[src/rtl/mux_scan_ctrl.sv]
// Scan sequencer for an 8:1 mux: steps sel over 0..7, samples y_in after a
// settle interval and reports the eight samples as one byte frame.
module mux_scan_ctrl #(
    parameter int SETTLE = 1,
    parameter int CNT_W  = 4
) (
    input  logic       clk,
    input  logic       rst,
    input  logic       start,
    input  logic       mode,
    input  logic       y_in,
    output logic [2:0] sel,
    output logic [7:0] data,
    output logic       valid,
    output logic       changed,
    output logic       busy
);

    typedef enum logic [1:0] {
        S_IDLE,
        S_SETTLE,
        S_SAMPLE
    } state_t;

    localparam logic [CNT_W-1:0] CNT_LAST = CNT_W'(SETTLE - 1);

    state_t           state;
    logic [CNT_W-1:0] cnt;
    logic [7:0]       cap;
    logic [7:0]       frame;

    // Channel 7 is taken straight from y_in so the frame lands on the same edge.
    assign frame = {y_in, cap[6:0]};
    assign busy  = (state != S_IDLE);

    always_ff @(posedge clk) begin
        if (rst) begin
            state   <= S_IDLE;
            sel     <= 3'd0;
            cnt     <= '0;
            cap     <= 8'h00;
            data    <= 8'h00;
            valid   <= 1'b0;
            changed <= 1'b0;
        end else begin
            valid   <= 1'b0;
            changed <= 1'b0;
            unique case (state)
                S_IDLE: begin
                    sel <= 3'd0;
                    cnt <= '0;
                    if (start) begin
                        state <= S_SETTLE;
                    end
                end
                S_SETTLE: begin
                    if (cnt == CNT_LAST) begin
                        state <= S_SAMPLE;
                        cnt   <= '0;
                    end else begin
                        cnt <= cnt + 1'b1;
                    end
                end
                S_SAMPLE: begin
                    cap[sel] <= y_in;
                    if (sel != 3'd7) begin
                        sel   <= sel + 3'd1;
                        state <= S_SETTLE;
                    end else begin
                        data    <= frame;
                        valid   <= 1'b1;
                        changed <= (frame != data);
                        sel     <= 3'd0;
                        state   <= mode ? S_SETTLE : S_IDLE;
                    end
                end
                default: begin
                    state <= S_IDLE;
                end
            endcase
        end
    end

endmodule
[config.mk]
export PLATFORM = sky130hd
export DESIGN_NAME = mux_scan_ctrl
export DESIGN_NICKNAME = d
export VERILOG_FILES = /design/src/rtl/mux_scan_ctrl.sv
export SDC_FILE = /design/constraint.sdc
export NUM_CORES = 1
export LEC_CHECK = 0
export CAP_MARGIN = 20
export CORE_MARGIN = 2
export CORE_UTILIZATION = 43
export CTS_CLUSTER_DIAMETER = 40
export DETAILED_ROUTE_END_ITERATION = 10
export GPL_TIMING_DRIVEN = 1
export PLACE_DENSITY_LB_ADDON = 0.05
export SYNTH_ARGS = -nofsm -noshare
export SYNTH_HDL_FRONTEND = slang
export SYNTH_SLANG_ARGS = --single-unit
[constraint.sdc]
create_clock -name clk -period 1.48 [get_ports clk]
set_input_delay 0.148 -clock clk [delete_from_list [all_inputs] [get_ports clk]]
set_output_delay 0.148 -clock clk [all_outputs]
set_load 0.005 [all_outputs]
# == Yosys cells after proc, flatten, opt, wreduce, memory -nomap -nowiden ==
# Index checks and enable logic that the tools add are counted.
# word_totals
reg_bits,27
word_cells,42
# op_classes
add_sub_neg,2
order_cmp,2
eq_ne,6
muxes,13
n_bitwise,2
n_reduce_logical,10
# ops
operator,n
$bwmux 8,1
$ne 8x8->1,1
$pmux 4 s2,1
$pmux 2 s3,1
$pmux 3 s2,1
$reduce_bool 2->1,3
$add 4x1->4 const B,1
$logic_not 4->1,1
$lt 3x4->1 const B,1
$mux 1,4
$mux 2,2
$mux 4,1
$ne 2x2->1 const B,2
$reduce_and 2->1,2
$add 3x1->3 const B,1
$demux 1 s3,1
$ge 3x1->1 const B,1
$mux 3,1
$ne 3x3->1 const B,1
$reduce_or 3->1,1
$eq 2x1->1 const B,1
$eq 2x2->1 const B,1
$logic_not 2->1,1
$not 1->1,2
2 further kinds,2

# == Depth between registers and ports, before layout ==
# logic_depth
word_depth,5
depth_mapped,6
depth_no_buf,5

# == Worst setup path after synthesis ==
# OpenSTA, ideal clock, no wires.
# synth_path
kind,register to register
startpoint,register sel[0]
endpoint,register data[7]
arrival_time_ns,1.266
required_time_ns,1.352
slack_ns,0.087
stages_incl_launch_ff,7
period_less_slack_ns,1.393
path_cell_list,dfxtp_1 -> ha_1 -> ha_1 -> nand3b_1 -> buf_2 -> mux2i_1 -> nor2_1
# synth_via
elab_chain_cells,3
# synth_rtl
item,line_no,text
start: declaration,12,"output logic [2:0] sel,"
start signal: assignment,67,sel <= sel + 3'd1;
$ne 3x3->1,66,if (sel != 3'd7) begin
$not 1->1 (no line),-,
$reduce_and 2->1 (no line),-,
end signal: assignment,70,data <= frame;
end: declaration,13,"output logic [7:0] data,"
# Every way passes these cells.
# A chain may end at the register's enable or synchronous reset.

# == Final worst setup path ==
# layout_path
startpoint,register sel[2]
endpoint,output port sel[2]
# No word-level cell between the ends.

==> impl_results.md <==
- PD cells: roughly 690 nW/um2
- Worst-path clk slew: roughly 130 ps
- I/O pins: 19
- Iteration-0 DRC Markers: 21
- Total gr overflow: 0
- Hold_sp: mode
- Layout Skew: between 5 and 6 ps
- Crit. End Element: output port
- GRT Util Overall: around 17%
- Syn Nets: 143
- Setup tns final: 0 ps
- Max Slew Vio Count: 0
- Critical Path Start Type: flop
- Syn. warnings: 0
- Post-synth EDFFs: 0
- Max-cap viol count: 0
- Ys flop type: dfxtp_1
- Critical path class: reg -> out
- WP data required: ~1300 ps
- CTS Hold Bufs: 0
- Area grow syn2layout: 28.7%
- ANT nets after route: 0
- Ant diodes: 0
- Core Rows: 19
- Dpl hpwl: ~1800 um
- Area contributors post-synth: dfxtp_1 (43%), mux2i_1 (6.6%), xor2_1 (5.8%)
- CP Max Fanout: 3
- Yosys reg bits: 26
- Ys async rst share: 0%
- Detailed Route WL: ~2500 um
- Clock sinks: 26
- Synth top area share: a little over two fifths
- CTS tree: built
- Drt first pass iters: 4
- Final core occ: 57.8%
- Die ar.: around 3300 um2
- Most Used Layer, Global Route: met2
- Worst Setup SP: sel[2]
- Setup Viol. Count Final: 0
- PortBufs: 18
- CP Cell Sequence: buf_6 > clkdlybuf4s50_1
- Crit share post-route: between 90% and 100%
- Sequential share of the synthesized area: a little over two fifths
- Met1 GRT Util: roughly a fifth
- Tmin final: around 1400 ps
- Per-cell routed wire length: 12.8 um
- Non-Filler Instances: between 150 and 200
- Die extent in y: around 57 um
- Hold Path Depth: 3
- DR vias: roughly 1.0k
- Final hold slack: 477 ps
- Worst-Skew Late Latency: 320 ps
- DRC viols: 0
- Nets: roughly 170
- Final weighted congestion in routability-driven placement: between 0.8 and 0.9
- Core footprint: roughly 2700 um2
- Pwr Total: ~1.1 mW
- Peak VDD IR: between 0.0007 and 0.0008 V
- Pin count of the biggest net entering global routing: 15
- Die Wd: ~57 um
- Worst slew margin: 77.6%
- Mapped Cells: roughly 130
- Root buffer cell: clkbuf_4
- TritonCTS Buffers: 3
- Placed instance count: 184
- Synth area leader: dfxtp_1
- Number of global-route vias before repair: around 940
- RSZ-0062 raised after global routing: no
- LEAKAGE: 0.710 nW
- Syn Std Cell Area: between 1000 and 1500 um2
- Initial core utilization: about 45%
- Longest Clk Path Bufs: 2
- Status: complete, no violations
- Synth cell types: 34
- H-tree levels: 1
- Hold Crit Class: in -> reg
- Worst r2r path cells: 5
- Global-route wire length before repair: roughly 4200 um
- Layout cell share with drive strength beyond 1: ~20%
- Met3 usage: approximately 4.8%
- Arrival time at the worst endpoint: ~1300 ps
- Peak Freq: 712 MHz
- Final Hold Violating Endpoints: 0
- Worst-margin pin slew: ~330 ps
- Met2 Use GR: between 20% and 30%
- Mean Syn Cell Area: between 9 and 10 um2
- Crit path largest cell delay: 480 ps
- Worst path slowest cell: clkdlybuf4s50_1
- R2r startpoint: state[1]
- Vias per inst: between 5 and 6
- Initial antenna violation count: 0
[routing by layer]
metal | routed length, um | share of wire [%]
met1 | 1070 | 44
met2 | 1280 | 52
met3 | 89 | 3.6
met4 | 18 | 0.73
met5 | 0 | 0
[Yosys cell counts (2+ instances only)]
library cell	instances
nor2_1	15
nand3_1	6
xor2_1	8
a22oi_1	3
nand2_1	5
ha_1	4
nor2b_1	4
clkbuf_1	3
mux2i_1	8
dfxtp_1	26
a21oi_1	10
inv_1	4
nand3b_1	2
nor4_1	2
nand4_1	4
nand2b_1	3
o21ai_0	6
buf_2	4
buf_4	2
[state kept, by name, summed over array words and instances, names as in the netlist]
signal	count
cnt	4
changed	1
sel	3
cap	7
state	2
valid	1
data	8
[cell type report]
| cell class | count | area, um2 |
|---|---|---|
| fill | 265 | 1140 |
| multi-input combinational | 94 | 629 |
| sequential | 26 | 532 |
| timing repair buffer | 34 | 328 |
| tap | 31 | 38.8 |
| clock buffer | 3 | 22.5 |
| inverter | 4 | 15.0 |
[critical path: cells and delay by family (launching register included)]
family,cells,cell delay (ps)
buffers and inverters,2,580
flip-flops,1,360
[cells in the final DEF (no fill, tap or decap), types with 2 or more instances in the layout]
master / count
ha_1: 3
buf_4: 12
nor2b_1: 4
mux2i_1: 7
dfxtp_1: 21
o21ai_0: 6
buf_6: 3
nand3b_1: 2
a21oi_1: 10
clkbuf_4: 3
nor4_1: 2
nor2_1: 15
nand2_1: 5
clkdlybuf4s50_1: 15
dfxtp_4: 2
xor2_1: 8
nand4_1: 4
dlymetal6s2s_1: 2
dfxtp_2: 3
nand3_1: 6
nand2b_1: 3
a22oi_1: 3
inv_1: 4
[power breakdown]
group	total (mW)	switching, mW	internal (mW)	leakage (nW)
clock	0.288	0.192	0.0953	0.0138
combinational	0.0922	0.0460	0.0462	0.483
sequential	0.707	0.00385	0.704	0.213
total	1.09	0.242	0.845	0.710
[cells by family (layout without fill, tap and decap cells)]
kind of cell               Yosys count  count (layout)  share of synthesized area, %
and+or+nand+nor                     49              49                          22.1
DFF                                 26              26                          42.8
buffers and inverters               14              41                          5.97
adders and majority gates            4               4                          4.12
muxes                                8               8                          6.58
AOI/OAI and AO/OA                   25              25                          12.7
xor gates and xnor gates             8               8                          5.76
[path summary, 6_finish.rpt]
kind,end,slack [ps]
max reg2reg,cnt[3],90
min,state[0],480
max,sel[2],80
min reg2reg,cnt[0],510
[timing repair]
action                     4_1_cts  5_1_grt
setup endpoints to repair        4        6
buffers inserted                 3        2
gates resized for setup         11        5
pin swaps                        0        1
[stage by stage]
stage	worst slack [ps]	instance area, um2
after floorplan	86.6	1220
final	75.7	1570
after CTS	1.70	1540
after detailed placement	130	1470
after global placement	182	1470
after global routing	13.4	1570
(Power assumes the default switching activity.)
